**config.mk**
```make
export PLATFORM = sky130hd
export DESIGN_NAME = display_scan_ctrl
export DESIGN_NICKNAME = d
export VERILOG_FILES = /design/src/rtl/display_pkg.sv /design/src/rtl/seg7_encode.sv /design/src/rtl/display_scan_ctrl.sv
export SDC_FILE = /design/constraint.sdc
export NUM_CORES = 1
export LEC_CHECK = 0
export CAP_MARGIN = 20
export CORE_UTILIZATION = 30
export CTS_BUF_LIST = sky130_fd_sc_hd__clkbuf_2
export DETAILED_ROUTE_END_ITERATION = 6
export GPL_ROUTABILITY_DRIVEN = 0
export PLACE_DENSITY = 0.55
export SYNTH_ARGS = -nofsm -noshare
export SYNTH_HDL_FRONTEND = slang
export SYNTH_SLANG_ARGS = --single-unit
```
**constraint.sdc**
```tcl
create_clock -name clk -period 3.35 [get_ports clk]
set_input_delay 0.67 -clock clk [delete_from_list [all_inputs] [get_ports clk]]
set_output_delay 0.67 -clock clk [all_outputs]
set_load 0.005 [all_outputs]
```
**src/rtl/display_pkg.sv**
```systemverilog
// Shared types and constants for the two-digit seven-segment scan controller.
package display_pkg;

  typedef enum logic [1:0] {
    BLANK_A = 2'd0,
    DIG1    = 2'd1,
    BLANK_B = 2'd2,
    DIG10   = 2'd3
  } scan_state_e;

  localparam int unsigned SEG_W = 8;

  localparam logic [SEG_W-1:0] SEG_DASH  = 8'h40;
  localparam logic [SEG_W-1:0] SEG_BLANK = 8'h00;

  // Lit pattern {dp,g,f,e,d,c,b,a} per 4-bit value; entry 15 first, entry 0 last.
  localparam logic [15:0][SEG_W-1:0] SEG_TABLE = {
    SEG_BLANK,
    SEG_DASH, SEG_DASH, SEG_DASH, SEG_DASH, SEG_DASH,
    8'h6F, 8'h7F, 8'h07, 8'h7D, 8'h6D,
    8'h66, 8'h4F, 8'h5B, 8'h06, 8'h3F
  };

  function automatic logic [SEG_W-1:0] seg_lookup(input logic [3:0] value);
    return SEG_TABLE[value];
  endfunction

endpackage

```
**src/rtl/seg7_encode.sv**
```systemverilog
// Combinational 4-bit value to seven-segment lit pattern (dp always off).
module seg7_encode
  import display_pkg::*;
(
  input  logic [3:0]       value,
  output logic [SEG_W-1:0] lit_c
);

  always_comb begin
    lit_c = seg_lookup(value);
  end

endmodule

```
**src/rtl/display_scan_ctrl.sv**
```systemverilog
// Two-digit multiplexed display scanner with blanking gaps, frame-atomic
// source selection (dice digits or raw override patterns) and pin polarity.
module display_scan_ctrl
  import display_pkg::*;
#(
  parameter int unsigned DIV   = 1000,
  parameter int unsigned BLANK = 16
) (
  input  logic             clk,
  input  logic             rst_n,
  input  logic             ena,
  input  logic [3:0]       digit1,
  input  logic [3:0]       digit10,
  input  logic             ovr_valid,
  input  logic [SEG_W-1:0] ovr_seg1,
  input  logic [SEG_W-1:0] ovr_seg10,
  input  logic             cfg_com_pol,
  input  logic             cfg_seg_pol,
  output logic [SEG_W-1:0] seg_out,
  output logic             com1_out,
  output logic             com10_out,
  output logic [1:0]       com_oe,
  output logic             src_ovr
);

  localparam int unsigned CNT_W = 16;

  localparam logic [1:0] ST_BLANK_A = 2'(BLANK_A);
  localparam logic [1:0] ST_DIG1    = 2'(DIG1);
  localparam logic [1:0] ST_BLANK_B = 2'(BLANK_B);
  localparam logic [1:0] ST_DIG10   = 2'(DIG10);

  localparam logic [CNT_W-1:0] DIV_LAST   = CNT_W'(DIV - 1);
  localparam logic [CNT_W-1:0] BLANK_LAST = CNT_W'(BLANK - 1);

  logic [1:0]       state;
  logic [1:0]       state_nxt;
  logic [CNT_W-1:0] cnt;
  logic [CNT_W-1:0] cnt_nxt;
  logic             phase_last;
  logic             frame_start;

  logic [3:0]       snap_d1;
  logic [3:0]       snap_d10;
  logic [3:0]       enc_value;
  logic [SEG_W-1:0] enc_lit;
  logic [SEG_W-1:0] lit;
  logic             suppress;

  logic [SEG_W-1:0] seg_nxt;
  logic             com1_nxt;
  logic             com10_nxt;

  // State and phase counter register.
  always_ff @(posedge clk) begin
    if (!rst_n) begin
      state <= ST_BLANK_A;
      cnt   <= '0;
    end else begin
      state <= state_nxt;
      cnt   <= cnt_nxt;
    end
  end

  // Next-state: fixed phase lengths, counter cleared on each transition.
  always_comb begin
    state_nxt  = state;
    cnt_nxt    = cnt + CNT_W'(1);
    phase_last = 1'b0;
    if (!ena) begin
      state_nxt = ST_BLANK_A;
      cnt_nxt   = '0;
    end else begin
      if ((state == ST_DIG1) || (state == ST_DIG10)) begin
        phase_last = (cnt == DIV_LAST);
      end else begin
        phase_last = (cnt == BLANK_LAST);
      end
      if (phase_last) begin
        cnt_nxt = '0;
        case (state)
          ST_BLANK_A: state_nxt = ST_DIG1;
          ST_DIG1:    state_nxt = ST_BLANK_B;
          ST_BLANK_B: state_nxt = ST_DIG10;
          ST_DIG10:   state_nxt = ST_BLANK_A;
          default:    state_nxt = ST_BLANK_A;
        endcase
      end
    end
  end

  // The first BLANK_A cycle of every frame latches source and digits for the whole frame.
  assign frame_start = (state == ST_BLANK_A) && (cnt == '0);

  always_ff @(posedge clk) begin
    if (!rst_n) begin
      src_ovr  <= 1'b0;
      snap_d1  <= '0;
      snap_d10 <= '0;
    end else if (frame_start) begin
      src_ovr  <= ovr_valid;
      snap_d1  <= digit1;
      snap_d10 <= digit10;
    end
  end

  assign enc_value = (state == ST_DIG10) ? snap_d10 : snap_d1;

  seg7_encode u_seg7_encode (
    .value (enc_value),
    .lit_c (enc_lit)
  );

  // Output next-values; blanking is the default so commons can never overlap.
  always_comb begin
    seg_nxt   = {SEG_W{~cfg_seg_pol}};
    com1_nxt  = ~cfg_com_pol;
    com10_nxt = ~cfg_com_pol;
    lit       = enc_lit;
    suppress  = !src_ovr && (snap_d10 == 4'd0);
    if (src_ovr) begin
      lit = (state == ST_DIG10) ? ovr_seg10 : ovr_seg1;
    end
    if (ena) begin
      case (state)
        ST_DIG1: begin
          com1_nxt = cfg_com_pol;
          seg_nxt  = cfg_seg_pol ? lit : ~lit;
        end
        ST_DIG10: begin
          if (!suppress) begin
            com10_nxt = cfg_com_pol;
            seg_nxt   = cfg_seg_pol ? lit : ~lit;
          end
        end
        default: ;
      endcase
    end
  end

  // Output registers.
  always_ff @(posedge clk) begin
    if (!rst_n) begin
      seg_out   <= '0;
      com1_out  <= 1'b0;
      com10_out <= 1'b0;
      com_oe    <= 2'b00;
    end else begin
      seg_out   <= seg_nxt;
      com1_out  <= com1_nxt;
      com10_out <= com10_nxt;
      com_oe    <= 2'b11;
    end
  end

endmodule
```
Yosys cells after proc, flatten, opt, wreduce, memory -nomap -nowiden
Memories as Yosys holds them, arrays and structs flattened.
Index checks and enable logic that the tools add are counted.
Operators by class
  add/subtract/negate cells: 1
  equal/unequal tests: 5
  reduce and logical (&&, ||, !) cells: 9
  bitwise operators: 5
  magnitude comparators: 1
  multiplexer cells: 17
Operators with widths (count)
  8-bit 2-to-1 mux: 6
  16-bit by 1-bit adder with 16-bit output (second input constant): 1
  16-bit by 10-bit equality test with 1-bit output (second input constant): 1
  16-bit by 4-bit equality test with 1-bit output (second input constant): 1
  16-bit zero test: 1
  8-bit one-hot mux with 2 select lines: 1
  8-bit inverter: 1
  2-bit one-hot mux with 4 select lines: 1
  1-bit 2-to-1 mux: 7
  4-bit by 5-bit less-than comparator with 1-bit output (second input constant): 1
  2-bit equality test (second input constant): 2
  4-bit zero test: 1
  4-bit 2-to-1 mux: 1
  1-bit inverter: 4
  3-bit OR reduction: 1
  2-bit by 1-bit equality test with 1-bit output (second input constant): 1
  1-bit logical AND: 2
  2-bit zero test: 1
  2-bit 2-to-1 mux: 1
  2-bit AND reduction: 1
  1-bit zero test: 1
  1-bit logical OR: 1
Word-level totals
  memory bits (read-only): 128
  memories: 1
  register bits: 39
  output and inout bits: 13
  logic and storage cells: 48
  bits of input ports: 30
Memory list
  (no name shown): words 16, bits a word 8, rd ports 1, clocked after memory_dff 0, wr ports 0, RTL line display_pkg.sv:25  | return SEG_TABLE[value];

Logic depth before layout (Yosys ltp)
Gate-level depths: netlist of the first run.
  word-level depth: 10
  mapped depth: 12
  mapped depth without buffers: 9

Modules after synthesis
Synthesis of the first run repeated with hierarchy kept, for this count alone.
Second synthesis, totals
  cell total of the unflattened synthesis: 247
  area total of the unflattened synthesis: 2174.6 µm²
Modules (own cells, without submodules)
  display_scan_ctrl: instances 1, area an instance 1940.6 µm², cells each 216, seq. area each 760.7 µm²
  seg7_encode: instances 1, area an instance 234.0 µm², cells each 31, seq. area each 0.0 µm²

Worst setup path after synthesis of the first run
OpenSTA, ideal clock, no wires.
  kind: register to register
  start point: reg state[1]
  end point: reg seg_out[3]
  required time: 3278 ps
  setup time: 72 ps
  buffers on the path: 3
  arrival: 2380 ps
  setup slack: 898 ps
  cell stages (with the launch flop): 12
  period minus slack after synthesis: 2452 ps
  cells stage by stage: dfxtp_1 -> ha_1 -> buf_2 -> buf_2 -> buf_2 -> mux2_2 -> ha_1 -> nor2_1 -> a22o_1 -> a21oi_1 -> or2_2 -> a21oi_1
Between the ends
  longest elaborated chain between the ends: 10
  elaborated cells between the ends (all ways): 12
  classes of those cells: 2 x eq/ne; 8 x mux; 1 x bitwise; 1 x memory
Ends and longest elaborated chain
  start, declared: RTL line display_scan_ctrl.sv:36  | logic [1:0] state;
  start signal, assigned: RTL line display_scan_ctrl.sv:60  | state <= state_nxt;
  2-bit equality test: RTL line display_scan_ctrl.sv:107, display_scan_ctrl.sv:122, display_scan_ctrl.sv:125
  4-bit 2-to-1 mux: RTL line display_scan_ctrl.sv:107  | assign enc_value = (state == ST_DIG10) ? snap_d10 : snap_d1;
  memory 16 x 8 bit
  8-bit 2-to-1 mux (not written as such): RTL line display_pkg.sv:25
  8-bit 2-to-1 mux: RTL line display_scan_ctrl.sv:121  | if (src_ovr) begin
  8-bit inverter: RTL line display_scan_ctrl.sv:128, display_scan_ctrl.sv:133
  8-bit 2-to-1 mux: RTL line display_scan_ctrl.sv:128, display_scan_ctrl.sv:133
  8-bit 2-to-1 mux: RTL line display_scan_ctrl.sv:131  | if (!suppress) begin
  8-bit one-hot mux with 2 select lines (*): RTL line display_scan_ctrl.sv:125  | case (state)
  8-bit 2-to-1 mux (*): RTL line display_scan_ctrl.sv:124  | if (ena) begin
  end signal, assigned: RTL line display_scan_ctrl.sv:149  | seg_out <= seg_nxt;
  end, declared: RTL line display_scan_ctrl.sv:19  | output logic [SEG_W-1:0] seg_out,
Every way passes the cells marked *; elsewhere a longest branch is shown, timed or not. The select of a mux whose other input is x is not followed.
A chain may end at the register's enable or synchronous reset.

Final worst setup path of the first run
  start point: reg state[0]
  end point: reg seg_out[4]
The elaborated chain is that of the path after synthesis.

==> results of run 1 <==
final cells by class:
| cell class | instances | area share, % |
|---|---|---|
| Clock buffer | 5 | 0.939 |
| Tap cell | 96 | 4.51 |
| Multi-Input combinational cell | 191 | 47.5 |
| Sequential cell | 38 | 28.6 |
| Timing Repair Buffer | 44 | 16.3 |
| Inverter | 11 | 1.55 |
| Clock inverter | 3 | 0.611 |
cells in the mapped netlist, drive strengths merged:
library cell / instances
nand4: 3
nand2b: 8
nor3b: 1
a311oi: 3
or4b: 1
buf: 6
or2: 2
mux2: 7
clkbuf: 3
o311a: 1
ha: 11
o21ai: 3
xnor2: 8
inv: 10
a22oi: 2
nor4: 2
mux2i: 15
nand3: 11
a21o: 1
o22ai: 2
nor3: 7
a211oi: 2
a31o: 1
o2bb2ai: 1
o211ai: 2
a221oi: 1
nand4bb: 1
a22o: 1
a211o: 2
o21bai: 1
xor2: 8
o221ai: 1
nand4b: 1
a32o: 2
dfxtp: 38
clkinv: 1
nor2b: 2
a21oi: 7
nand2: 23
nor2: 43
a31oi: 1
and3: 3
flip-flops by register name, summed over array words and instances, names as in the netlist:
register and count:
com1_out 1, snap_d1 4, seg_out 8, com10_out 1
snap_d10 4, com_oe 1, state 2, cnt 16
src_ovr 1
logic make-up (layout without fill, tap and decap cells):
kind of cell	after synthesis	count (layout)	synth area share, %
AND/OR/NAND/NOR	108	108	24.1
flip-flops	38	38	35.9
AO/OA/AOI/OAI	34	34	11.6
multiplexers	22	22	10.8
buffers and inverters	20	63	4.48
XOR/XNOR	16	16	6.61
adder cells (fa/ha/maj)	11	11	6.49
per-layer routing:
metal / vias up / share of wire (%) / wire length (um) / global-route usage (%)
li1: 946 / - / - / -
met1: 836 / 50 / 2340 / 17.7
met2: 51 / 43 / 2010 / 21.0
met3: 8 / 6.3 / 297 / 4.43
met4: 0 / 1.6 / 74 / 5.30
met5: - / 0 / 0 / 0
path summary, 6_finish.rpt:
path | to | cells after the start | start | slack, ps
worst max-delay path | seg_out[4] | 10 | state[0] | 950
worst min-delay path | cnt[0] | 1 | cnt[0] | 490
worst max register to register | seg_out[4] | 10 | state[0] | 950
worst min register to register | cnt[0] | 1 | cnt[0] | 490
where the power goes:
group | total (mW) | internal (mW) | switching [mW]
Sequential | 0.490 | 0.472 | 0.0183
Combinational | 0.171 | 0.0971 | 0.0743
Clock | 0.204 | 0.0476 | 0.156
Total | 0.865 | 0.617 | 0.249
through the flow:
| stage | instance area (um^2) | worst slack [ps] |
|---|---|---|
| finish | 2660 | 948 |
| global route | 2660 | 780 |
| CTS | 2660 | 941 |
| detailed placement | 2620 | 957 |
| global placement | 2620 | 1010 |
| floorplan | 2120 | 898 |
cell usage in the layout (no fill, tap or decap), types with 2 or more instances in the layout:
master	netlist	final
a22oi_1	2	2
clkdlybuf4s50_1	0	42
xnor2_1	8	8
or2_2	2	2
nor2_1	43	43
nor4_1	2	2
ha_1	11	11
o21ai_0	3	3
clkinv_1	1	2
nand2b_1	8	8
a211o_1	2	2
mux2_2	7	7
o211ai_1	2	2
inv_1	10	10
dfxtp_1	38	38
a211oi_1	2	2
nand3_1	10	10
a32o_1	2	2
mux2i_1	15	15
nand4_1	2	2
o22ai_1	2	2
nand2_1	23	23
a311oi_1	3	3
buf_4	1	2
nor3_1	7	7
xor2_1	8	8
nor2b_1	2	2
a21oi_1	7	7
and3_1	3	3
clkbuf_2	0	5
==> results.txt, run 1 <==
RSZ-0062 raised after global routing - no
total power - 865 uW
Synth area leader - dfxtp_1
ant diodes - 0
global-route wire length before repair - 8000 um
critical-path maximum fanout - 24
Req. time, crit path - 3690 ps
final hold vios - 0
hold_ws - 491 ps
Inserted Clock Buffers - 5
io pins - 43
Synth Cell Area - 2120 um^2
Synth Net Count - 290
critical path data arrival time - 2740 ps
initial antenna violation count - 0
number of max-cap violations - 0
setup violators final - 0
FMAX - 0.416 GHz
area share of the largest cell type after synthesis - 35.9%
sequential fraction of the synthesis area - 35.9%
Rows - 30
power per cell area - 325 nW/um^2
synth top area cells - dfxtp_1 (36%), nor2_1 (7.6%), mux2i_1 (7.1%), ha_1 (6.5%), nand2_1 (4.1%)
Crit. End Element - flip-flop
DR WL/cell - 12.2 um
Largest stage delay, worst path - 410 ps
CP startpoint kind - flip-flop
vias in the first global route - 1713
overall global routing resource usage - 13.6%
die footprint - 7410 um^2
VDD IR max - 87.0 uV
Filler cells - 694
total number of vias - 1841
CTS tree - done
largest net degree at the start of global routing - 25
CP max-delay cell - dfxtp_1
layout cells sized above 1 - 7.19%
Avg Inst Size Synth - 8.52 um^2
final std cells w/o fill - 388
PortBufs - 42
Sink Count - 38
DRT iter0 DRCs - 107
die width - 86.1 um
Setup Skew - 28.4 ps
vias per inst - 4.74
Final nets - 332
Pins Over Slew Limit - 0
DRC viols - 0
Clock Tree Buf Depth - 2
Final Cycle Share - 71.7%
critical-path cell list - ha_1 > buf_4 > mux2_2 > inv_1 > ha_1 > inv_1 > o311a_1 > o21ai_0 > nand3_1 > a21oi_1
Gate Count Post-Synth - 249
Worst slew margin - 63.7%
First-pass DRT Iterations - 4
area taken by flip-flops and latches - 761 um^2
Worst-Skew Late Latency - 400 ps
count of different cell masters after synthesis - 46
area occupied by multi-input gates - 1260 um^2
Hold-fix buffers, CTS - 0
number of synthesized register bits - 38
cell family with most CP delay - compound AO/OA/AOI/OAI gates
worst-margin pin slew - 540 ps
status - complete, no violations
Crit Path Category - reg -> reg
Area growth, synth to finish - 25.6%
Clock Pin Slew Worst Setup and Hold Paths - 220 ps
core area - 6790 um^2
TNS Setup - 0 ps
post-route antenna net violation count - 0
yosys warns - 0
CTS resizes - 0
placed insts - 380
Post-CTS Setup Bufs - 0
starting density of the core - 31.2%
root buf cell - clkbuf_2
Leak - 1.02 nW
total wire length - 4720 um
DPL Wire Length - 3530 um
CTS H-tree depth - 2
fin util - 39.2%
Hold/Removal Path Class - reg -> reg
min Tclk post-route - 2400 ps
chip height - 86.1 um
Buf/Inv on CP - 3
grt total ovfl - 0
Note: power is estimated with default switching activity, not from simulation.
==> run 2: changes to the inputs <==
--- a/config.mk
+++ b/config.mk
@@ -10,7 +10,7 @@
 export CTS_BUF_LIST = sky130_fd_sc_hd__clkbuf_2
 export DETAILED_ROUTE_END_ITERATION = 6
 export GPL_ROUTABILITY_DRIVEN = 0
-export PLACE_DENSITY = 0.55
+export PLACE_DENSITY = 0.57
 export SYNTH_ARGS = -nofsm -noshare
 export SYNTH_HDL_FRONTEND = slang
 export SYNTH_SLANG_ARGS = --single-unit
==> constraint.sdc (replaced) <==
create_clock -name clk -period 2.2 [get_ports clk]
set_input_delay 0.44 -clock clk [delete_from_list [all_inputs] [get_ports clk]]
set_output_delay 0.44 -clock clk [all_outputs]
set_load 0.005 [all_outputs]
==> run 2 against run 1 <==
  * Core utilization increased by 1.7 points
  * Combinational power increased by 63%
  * Clock-buffer cell count unchanged
  * Register-to-register slack got worse by 830 ps
  * First-iteration DRC count decreased by 50%
  * Largest cell class unchanged
==> results.txt, run 2 (synthesis gave the netlist of run 1 again) <==
CP startpoint kind - flip-flop
Post-CTS Setup Bufs - 0
chip height - 86.1 um
Final nets - 339
Placed Instance Area - 2690 um^2
CTS tree - done
die width - 86.1 um
Hold-fix buffers, CTS - 0
RR Endpoint - seg_out[3]
Clock Pin Slew Worst Setup and Hold Paths - 200 ps
Crit. End Element - flip-flop
largest net degree at the start of global routing - 16
power per cell area - 518 nW/um^2
First-pass DRT Iterations - 4
pre-CTS WS - -16.9 ps
core area - 6790 um^2
initial antenna violation count - 0
starting density of the core - 31.2%
number of max-cap violations - 0
FMAX - 0.480 GHz
Sink Count - 38
PortBufs - 42
Req. time, crit path - 2540 ps
post-route antenna net violation count - 0
hold_ws - 487 ps
DPL Wire Length - 3820 um
PnR worst setup slack - 119 ps
root buf cell - clkbuf_2
layout cells sized above 1 - 11.7%
min Tclk post-route - 2080 ps
r2r setup slk - 120 ps
vias in the first global route - 1761
critical path data arrival time - 2420 ps
final instance area - 2780 um^2
TNS Setup - 0 ps
Worst slew margin - 67.6%
RR Startpoint - state[1]
Worst Setup EP - seg_out[3]
overall global routing resource usage - 14.5%
worst-margin pin slew - 482 ps
Pins Over Slew Limit - 0
setup violators final - 0
status - complete, no violations
final std cells w/o fill - 394
Inserted Clock Buffers - 5
Worst-Skew Late Latency - 390 ps
RSZ-0062 raised after global routing - no
Leak - 1.07 nW
Most flops, register - cnt
die footprint - 7410 um^2
area taken by flip-flops and latches - 769 um^2
Rows - 30
ant diodes - 0
Hold/Removal Path Class - reg -> reg
worst reg-to-reg path cell count - 9
VDD IR max - 232 uV
critical-path maximum fanout - 8
final hold vios - 0
total number of vias - 1843
Crit Path Category - reg -> reg
area occupied by multi-input gates - 1300 um^2
top flop regs - cnt: 16 flops, seg_out: 8 flops
CP startpoint - state[1]
CTS H-tree depth - 2
placed insts - 387
Area growth, synth to finish - 31.0%
io pins - 43
global-route wire length before repair - 8380 um
Clock Tree Buf Depth - 2
DRT iter0 DRCs - 54
grt total ovfl - 0
DR WL/cell - 12.7 um
Setup Skew - 23.9 ps
commonest non-fill, non-tap cells in the layout - nor2_1 (42), clkdlybuf4s50_1 (42), dfxtp_1 (35), nand2_1 (23), mux2i_1 (15)
Final Cycle Share - 94.6%
DRC viols - 0
Largest register FFs - 16
vias per inst - 4.68
total wire length - 5000 um
Filler cells - 671
run 2: cell types whose count changed in the layout (fill, tap and decap cells not counted), sizes merged:
cell | previous run | this run
buf | 2 | 9
bufinv | 0 | 1
clkinv | 3 | 2
clkinvlp | 1 | 0
run 2: timing repair:
item | CTS | global route
cloned | 0 | 0
setup endpoints to repair | 2 | 7
gates resized for setup | 1 | 10
pin swaps | 0 | 3
run 2: through the flow:
| step | utilization [%] | power [mW] |
|---|---|---|
| CTS | 40.4 | 1.46 |
| finish | 40.9 | 1.44 |
| global route | 40.9 | 1.52 |
| detailed placement | 39.6 | 1.03 |
| global placement | 39.6 | 1.03 |
| floorplan | - | 0.900 |
run 2: where the power goes:
group	leakage, nW	internal, mW	switching (mW)
logic	0.716	0.158	0.121
clock network	0.0365	0.183	0.232
registers	0.314	0.716	0.0272
run 2: worst max-delay path, cell delays in order (launching register included):
cell	delay, ps
dfxtp_4	400
ha_4	160
buf_4	160
mux2_4	320
ha_1	290
nor2_2	130
a22o_1	150
a21oi_1	50
or2_2	280
a21oi_1	130
run 2: layout make-up:
type                            instances  share of cell area (%)
Multi-Input combinational cell        191                    46.7
Sequential cell                        38                    27.7
Timing Repair Buffer                   51                    17.6
Tap cell                               96                    4.32
Inverter                               11                    1.58
Clock inverter                          2                    1.22
Clock buffer                            5                   0.901
run 2: how the worst min path moves through the flow:
stage / endpoint / from / slack (ps) / cells past startpoint
2_1_floorplan: cnt[0] / cnt[0] / 430 / 1
3_3_place_gp: cnt[0] / cnt[0] / 450 / 1
3_5_place_dp: cnt[0] / cnt[0] / 460 / 1
4_1_cts: cnt[0] / cnt[0] / 500 / 1
5_1_grt: cnt[0] / cnt[0] / 520 / 1
6_report: cnt[0] / cnt[0] / 490 / 1
run 2: layer usage:
layer | vias to the layer above | GRT usage (%) | part of all wire [%]
met2 | 44 | 24.5 | 49
li1 | 958 | - | -
met3 | 6 | 3.56 | 4.9
met4 | 0 | 5.00 | 1.5
met5 | - | 0 | 0
met1 | 835 | 17.8 | 45
